File: src/rtl/bool_lut_unit.sv
// bool_lut_unit: CH-channel registered N_IN-input truth-table evaluator
// with a serial per-channel table loader (IDLE -> LOAD -> COMMIT).
module bool_lut_unit #(
  parameter int N_IN = 3,
  parameter int CH = 2,
  parameter logic [(2**N_IN)-1:0] DEFAULT_TT = 'h57,
  localparam int TT = 2**N_IN,
  localparam int CW = (CH > 1) ? $clog2(CH) : 1,
  localparam int NW = $clog2(TT) + 1
) (
  input  logic             clk,
  input  logic             rst,
  input  logic             in_valid,
  input  logic [CH*N_IN-1:0] in_data,
  output logic             out_valid,
  output logic [CH-1:0]    out_data,
  input  logic             cfg_start,
  input  logic [CW-1:0]    cfg_ch,
  input  logic             cfg_en,
  input  logic             cfg_bit,
  output logic             cfg_busy,
  output logic             cfg_done,
  output logic             cfg_err
);
  typedef enum logic [1:0] {IDLE, LOAD, COMMIT} state_t;
  state_t r_st, w_nst;
  logic [TT-1:0] r_tt [CH];
  logic [TT-1:0] r_sh;
  logic [NW-1:0] r_cnt;
  logic [CW-1:0] r_ch;
  logic w_last, w_ok;
  assign w_last = cfg_en && r_cnt == NW'(TT - 1);
  assign w_ok = int'(r_ch) < CH;
  assign cfg_busy = r_st != IDLE;
  always_comb begin
    w_nst = r_st;
    w_nst = (r_st == IDLE) ? (cfg_start ? LOAD : IDLE) :
            (r_st == LOAD) ? (cfg_start ? LOAD : (w_last ? COMMIT : LOAD)) : IDLE;
  end
  always_ff @(posedge clk or posedge rst)
    if (rst) r_st <= IDLE;
    else r_st <= w_nst;
  // A restart in LOAD wins over a shift in the same cycle.
  always_ff @(posedge clk or posedge rst) begin
    if (rst) begin
      r_cnt <= '0;
      r_sh <= '0;
      r_ch <= '0;
      cfg_done <= 1'b0;
      cfg_err <= 1'b0;
      for (int k = 0; k < CH; k++) r_tt[k] <= DEFAULT_TT;
    end else begin
      cfg_done <= r_st == COMMIT && w_ok;
      cfg_err <= r_st == COMMIT && !w_ok;
      if (cfg_start && r_st != COMMIT) begin
        r_ch <= cfg_ch;
        r_cnt <= '0;
      end else if (r_st == LOAD && cfg_en) begin
        r_sh <= {r_sh[TT-2:0], cfg_bit};
        r_cnt <= r_cnt + 1'b1;
      end
      for (int k = 0; k < CH; k++)
        if (r_st == COMMIT && r_ch == CW'(k)) r_tt[k] <= r_sh;
    end
  end
  always_ff @(posedge clk or posedge rst) begin
    if (rst) begin
      out_valid <= 1'b0;
      out_data <= '0;
    end else begin
      out_valid <= in_valid;
      if (in_valid)
        for (int k = 0; k < CH; k++) out_data[k] <= r_tt[k][in_data[k*N_IN +: N_IN]];
    end
  end
endmodule
File: config.mk
export PLATFORM = sky130hd
export DESIGN_NAME = bool_lut_unit
export DESIGN_NICKNAME = d
export VERILOG_FILES = /design/src/rtl/bool_lut_unit.sv
export SDC_FILE = /design/constraint.sdc
export NUM_CORES = 1
export LEC_CHECK = 0
export BUFFER_PORTS_ARGS = -buffer_cell sky130_fd_sc_hd__clkbuf_2
export CORE_ASPECT_RATIO = 1.75
export CORE_UTILIZATION = 40
export DETAILED_ROUTE_END_ITERATION = 6
export HOLD_SLACK_MARGIN = 0.06
export SYNTH_ARGS = -nofsm -noshare
export SYNTH_HDL_FRONTEND = slang
export SYNTH_SLANG_ARGS = --single-unit
File: constraint.sdc
create_clock -name clk -period 1.4 [get_ports clk]
set_input_delay 0.28 -clock clk [delete_from_list [all_inputs] [get_ports clk]]
set_output_delay 0.28 -clock clk [all_outputs]
set_load 0.01 [all_outputs]
==> results of run 1 <==
## through the flow
| step | TNS, ns | utilization | power [mW] | std cells |
|---|---|---|---|---|
| after global placement | 0 | 0.468 | 1.43 | 176 |
| after CTS | -0.0344 | 0.506 | 2.25 | 187 |
| after floorplan | 0 | - | 1.34 | 111 |
| after detailed placement | 0 | 0.468 | 1.45 | 176 |
| after global routing | -0.0653 | 0.522 | 2.32 | 190 |
| final | -0.0368 | 0.522 | 2.22 | 190 |
## power by group
part	switching, mW	internal (mW)	total (mW)	leakage, nW
sequential	0.126	1.11	1.24	0.425
clock	0.342	0.449	0.791	0.0515
combinational	0.0760	0.115	0.191	0.442
total	0.545	1.68	2.22	0.919
## timing repair
action / CTS / global route
buffers inserted: 3 / 3
setup endpoints to repair: 1 / 16
pin swaps: 0 / 2
resized for setup: 5 / 7
hold buffers: 0 / 0
## final timing paths
| path | slack [ns] | from | end | depth (start not counted) |
|---|---|---|---|---|
| worst max-delay path | -0.04 | r_st[0]$_DFF_PP0_ | cfg_busy | 3 |
| max in group asynchronous | 0.99 | rst | r_tt[12]$_DFFE_PP1P_ | 3 |
| worst min-delay path | 0.06 | rst | r_tt[5]$_DFFE_PP0P_ | 3 |
| worst min register to register | 0.49 | r_cnt[3]$_DFFE_PP0P_ | r_st[1]$_DFF_PP0_ | 1 |
| worst max register to register | 0.02 | r_st[0]$_DFF_PP0_ | r_tt[15]$_DFFE_PP0P_ | 5 |
| min in group clk | 0.17 | in_valid | out_valid$_DFF_PP0_ | 1 |
## cell type report
type / count / area [um^2] / share of cell area
sequential: 35 / 888 / 0.464
multi-input combinational: 68 / 652 / 0.341
timing repair buffer: 29 / 201 / 0.105
clock buffer: 8 / 100 / 0.0523
tap: 46 / 57.6 / 0.0301
inverter: 4 / 15.0 / 0.00784
## cells in the mapped netlist (all sizes together)
master | number | share of area
a211oi | 1 | 0.0048
a21bo | 1 | 0.0064
a21boi | 1 | 0.0048
a21oi | 2 | 0.0064
a31oi | 1 | 0.0040
and4 | 1 | 0.0056
buf | 4 | 0.022
conb | 1 | 0.0024
dfrtp | 25 | 0.40
dfstp | 10 | 0.17
ha | 1 | 0.0080
inv | 4 | 0.0096
mux2 | 25 | 0.18
mux2i | 10 | 0.064
mux4 | 2 | 0.029
nand2 | 6 | 0.016
nand2b | 3 | 0.017
nor2 | 3 | 0.017
nor3 | 2 | 0.0064
nor4 | 1 | 0.0040
o21ai | 5 | 0.016
o31ai | 1 | 0.0048
or2 | 1 | 0.0040
## kinds of logic (layout without fill, tap and decap cells)
group                      count (synthesis)  after routing  share of synthesized area
buffers and inverters                      8             41                     0.0320
adders and majority gates                  1              1                    0.00800
AOI/OAI and AO/OA                         12             12                     0.0472
other                                      1              1                    0.00240
DFF                                       35             35                      0.568
muxes                                     37             37                      0.273
and+or+nand+nor                           17             17                     0.0696
## flip-flops by register name (all words and copies together) (netlist names)
register and count:
out_data 2, r_sh 8, r_st 2, r_ch 1
r_tt 16, out_valid 1, cfg_done 1, r_cnt 4
## per-layer routing
layer / up-vias / part of all wire
li1: 456 / -
met1: 490 / 0.37
met2: 24 / 0.57
met3: 6 / 0.036
met4: 0 / 0.020
met5: - / 0
## worst max-delay path, cell delays in order (launching register included)
cell and delay (ns):
dfrtp_1 0.40, buf_6 0.12, or2_4 0.24, buf_6 0.12
==> impl_metrics.tcl, run 1 <==
set metrics [dict create \
    die_x_um 49.3 \
    final_antenna_net_count 0 \
    fin_crit_ns 1.44 \
    antenna_found_initial 0 \
    gr-usage-met1 0.160 \
    ys_ff_latch 35 \
    peakVddDrop_v 0.000747 \
    cts_tree "built" \
    overflow 0 \
    core_area_um2 3660 \
    antenna_cells 0 \
    drtIter0Drc 7 \
    drc 0 \
    clkSinkCount 35 \
    synthesis.area_um2 1560 \
    ioPinCount 19 \
    yosysUniqueCellTypes 30 \
    ys_seq_area_frac 0.568 \
    drive_above_1_share 0.549 \
    numCtsBuffers 5 \
    num_rows 29 \
    grt_pass1_vias 976 \
    grt_pass1_wl_mm 4.83 \
    cts.path.max_buffers 2 \
    clockRootBuffer "clkbuf_8" \
    setup_viol 1 \
    grt_util_met2 0.295 \
    fillers 336 \
    final_common_cell "dfrtp_1" \
    hold_viol 0 \
    stdcell_area_um2 1910 \
    p_per_area_nw_per_um2 1160 \
    outcome "finished with violations" \
    hold_ws_ns 0.0636 \
    wire_per_inst_um 15.3 \
    dr.pass1.iters 4 \
    path_class "flip-flop to output port" \
    max_freq_mhz 696 \
    netlist_instances 111 \
    syn-num-nets 125 \
    layout_common_cells "dfrtp_1, mux2_2, clkbuf_2" \
    avgSynthCellArea_um2 14.1 \
    worst-path-max-fanout 2 \
    io_buffer_count 17 \
    drv_slew 0 \
    via_per_inst 5.14 \
    placed_cell_area_um2 1720 \
    die_h_um 84.7 \
    grt_max_degree 36 \
    cp.required_ns 1.12 \
    top_usage_layer "met2" \
    fin_crit_sh 1.03 \
    grt_use_total 0.160 \
    use_met3 0.0380 \
    drt_wl_total_mm 2.91 \
    initial_utilization 0.427 \
    gp_congestion 0.727 \
    yosys_warnings 0 \
    leakage_nw 0.919 \
    nets 157 \
    hpwl_mm 2.07 \
    end_kind "output port" \
    htreeDepth 2 \
    clk_pin_slew_ns 0.07 \
    setup_ws_ns -0.0368 \
    max_cap_viol_count 0 \
    clock_latency_ns 0.28 \
    rsz0062_at_grt "yes" \
    pre_cts_ws_ns 0.0678 \
    hp-class "primary input to async pin" \
    area_growth_pct 22.4 \
    fin_skew_ns 0.00327 \
    dr_total_vias 976 \
    violations "negative setup slack" \
    cp-start-kind "flip-flop" \
    arrival_ns 1.16 \
    die-area_um2 4170 \
]
(Power assumes the default switching activity.)
==> run 2: changes to the inputs <==
--- a/config.mk
+++ b/config.mk
@@ -7,9 +7,12 @@
 export LEC_CHECK = 0
 export BUFFER_PORTS_ARGS = -buffer_cell sky130_fd_sc_hd__clkbuf_2
 export CORE_ASPECT_RATIO = 1.75
-export CORE_UTILIZATION = 40
+export CORE_UTILIZATION = 50
+export CTS_BUF_LIST = sky130_fd_sc_hd__clkbuf_2
+export CTS_CLUSTER_SIZE = 30
 export DETAILED_ROUTE_END_ITERATION = 6
 export HOLD_SLACK_MARGIN = 0.06
+export PLACE_DENSITY = 0.73
 export SYNTH_ARGS = -nofsm -noshare
 export SYNTH_HDL_FRONTEND = slang
 export SYNTH_SLANG_ARGS = --single-unit
==> run 2 against run 1 <==
  * The flow still finishes with violations (negative setup slack)
  * Cell count shrank 1.6%
  * Critical path type unchanged
  * Die area shrank 19%
  * Global-route usage grew 3.5 points
  * Clock power shrank 17%
  * Register-to-register slack lost 0.02 ns
  * Highest routed layer unchanged
  * Clock-buffer cell count shrank 3
  * Combinational power grew 3%
  * Non-clock buffer count grew 1
  * Worst setup slack lost 0.12 ns
  * Flip-flop and latch count is the same
  * Total power shrank 5.9%
==> impl_metrics.tcl, run 2 (synthesis gave the netlist of run 1 again) <==
set metrics [dict create \
    r2r_start "r_st[0]$_DFF_PP0_" \
    cp_slowest_cell "dfrtp_1" \
    grt_use_total 0.195 \
    ioPinCount 19 \
    multi_input_area_um2 656 \
    violations "negative setup slack" \
    path_buf_inv 2 \
    die-area_um2 3360 \
    die_h_um 76.0 \
    cts_tree "built" \
    clockRootBuffer "clkbuf_2" \
    cp.required_ns 1.12 \
    path_depth 3 \
    top_regs "r_tt (16), r_sh (8), r_cnt (4)" \
    arrival_ns 1.27 \
    pwr-share-comb 0.094 \
    wire_per_inst_um 15.3 \
    gp_congestion 0.784 \
    max_cap_viol_count 0 \
    peakVddDrop_v 0.000766 \
    clk_pin_slew_ns 0.17 \
    rr_worst_depth 4 \
    dr.pass1.iters 3 \
    grt_pass1_wl_mm 4.64 \
    p_sw_frac 0.267 \
    largest_reg_flops 16 \
    core_area_um2 2960 \
    final_common_cell "dfrtp_1" \
    cts.path.max_buffers 2 \
    max_freq_mhz 644 \
    antenna_found_initial 0 \
    top_register "r_tt" \
    pre_cts_ws_ns 0.0718 \
    drv_slew 0 \
    path_class "flip-flop to output port" \
    area_growth_pct 20.3 \
    setup_viol 1 \
    num_rows 26 \
    htreeDepth 2 \
    dr_total_vias 964 \
    fillers 235 \
    startpoint "r_st[0]$_DFF_PP0_" \
    rsz0062_at_grt "yes" \
    hold_viol 0 \
    p_per_area_nw_per_um2 1110 \
    clock_latency_ns 0.39 \
    final_antenna_net_count 0 \
    fin_crit_ns 1.55 \
    hpwl_mm 2.04 \
    tns_ns -0.153 \
    path_delay_family "flip-flops" \
    worst_path_most_repeated_cell "buf_6" \
    grt_max_degree 36 \
    die_x_um 44.3 \
    end_kind "output port" \
    outcome "finished with violations" \
    drive_above_1_share 0.545 \
    leakage_nw 0.910 \
    io_buffer_count 17 \
    setup_ws_ns -0.153 \
    r2r_setup_slack_ns 0 \
    initial_utilization 0.528 \
    hp-class "primary input to flip-flop" \
    crit_chain "buf_6, or2_4, buf_6" \
    antenna_cells 0 \
    grt_pass1_vias 1035 \
    layout_common_cells "dfrtp_1, clkbuf_2, mux2_2" \
    drc 0 \
    seqPwrFrac 0.594 \
    fin_crit_sh 1.11 \
    via_per_inst 5.16 \
    cp-endpoint "cfg_busy" \
    drt_wl_total_mm 2.85 \
    cp-start-kind "flip-flop" \
    overflow 0 \
    worst-path-max-fanout 2 \
    nets 158 \
    drtIter0Drc 17 \
    numCtsBuffers 5 \
    cpPeakStageDelay_ns 0.42 \
    power.internal_mw 1.53 \
    p_clk_frac 0.312 \
    clkSinkCount 35 \
    register_area_um2 888 \
    r2r_end "r_tt[8]$_DFFE_PP1P_" \
    fin_skew_ns 0.0187 \
    switchingPower_uw 557 \
]
## run 2: final cells by class
cell class | instances | area share
flip-flops and latches | 35 | 0.472
multi-input cells | 68 | 0.348
inverters | 4 | 0.00798
well taps | 42 | 0.0279
repair buffers | 30 | 0.107
clock buffers | 5 | 0.0133
clock inverters | 3 | 0.0233
## run 2: metrics by stage
step                      hold WS (ns)  instances  cell area (um^2)  utilization  power (mW)
after floorplan                  0.311        111              1560            -        1.34
after detailed placement         0.386        172              1710        0.578        1.44
after global placement           0.366        172              1710        0.578        1.43
after global routing            0.0990        187              1880        0.636        2.18
after CTS                       0.0946        185              1840        0.621        2.11
final                            0.116        187              1880        0.636        2.09
## run 2: worst min-delay path by stage
stage | from | to | slack (ns) | cells after the start
floorplan | in_valid | out_valid$_DFF_PP0_ | 0.31 | 0
global placement | rst | r_st[0]$_DFF_PP0_ | 0.37 | 3
detailed placement | rst | r_ch$_DFFE_PP0P_ | 0.39 | 3
CTS | cfg_bit | r_sh[0]$_DFFE_PP0P_ | 0.09 | 2
global route | cfg_bit | r_sh[0]$_DFFE_PP0P_ | 0.1 | 2
finish | cfg_ch | r_ch$_DFFE_PP0P_ | 0.12 | 2
## run 2: what timing repair did
action / in CTS / in global routing
resized for setup: 5 / 9
setup endpoints to repair: 1 / 15
cloned: 0 / 0
endpoints found under the hold margin: 26 / 0
pin swaps: 0 / 3
setup buffers: 3 / 2
hold buffers: 2 / 0
## run 2: power groups by stage
stage	logic (mW)	clock network, mW	registers [mW]
final	0.196	0.653	1.24
after global routing	0.214	0.710	1.26
after CTS	0.191	0.673	1.24
after detailed placement	0.186	0	1.26
after global placement	0.175	0	1.25
after floorplan	0.144	0	1.19
## run 2: worst reg2reg max path: stages, from the launching register on
cell and delay [ns]:
dfrtp_1 0.42, buf_4 0.14, nand2b_4 0.15, nor2_4 0.28, mux2_2 0.37
## run 2: layer usage
metal	share of wire	global-route usage	wire length (um)	vias up
li1	-	-	-	459
met2	0.58	0.338	1660	17
met5	0	0	0	-
met1	0.36	0.197	1030	481
met4	0.029	0.115	83	0
met3	0.027	0.0498	77	7
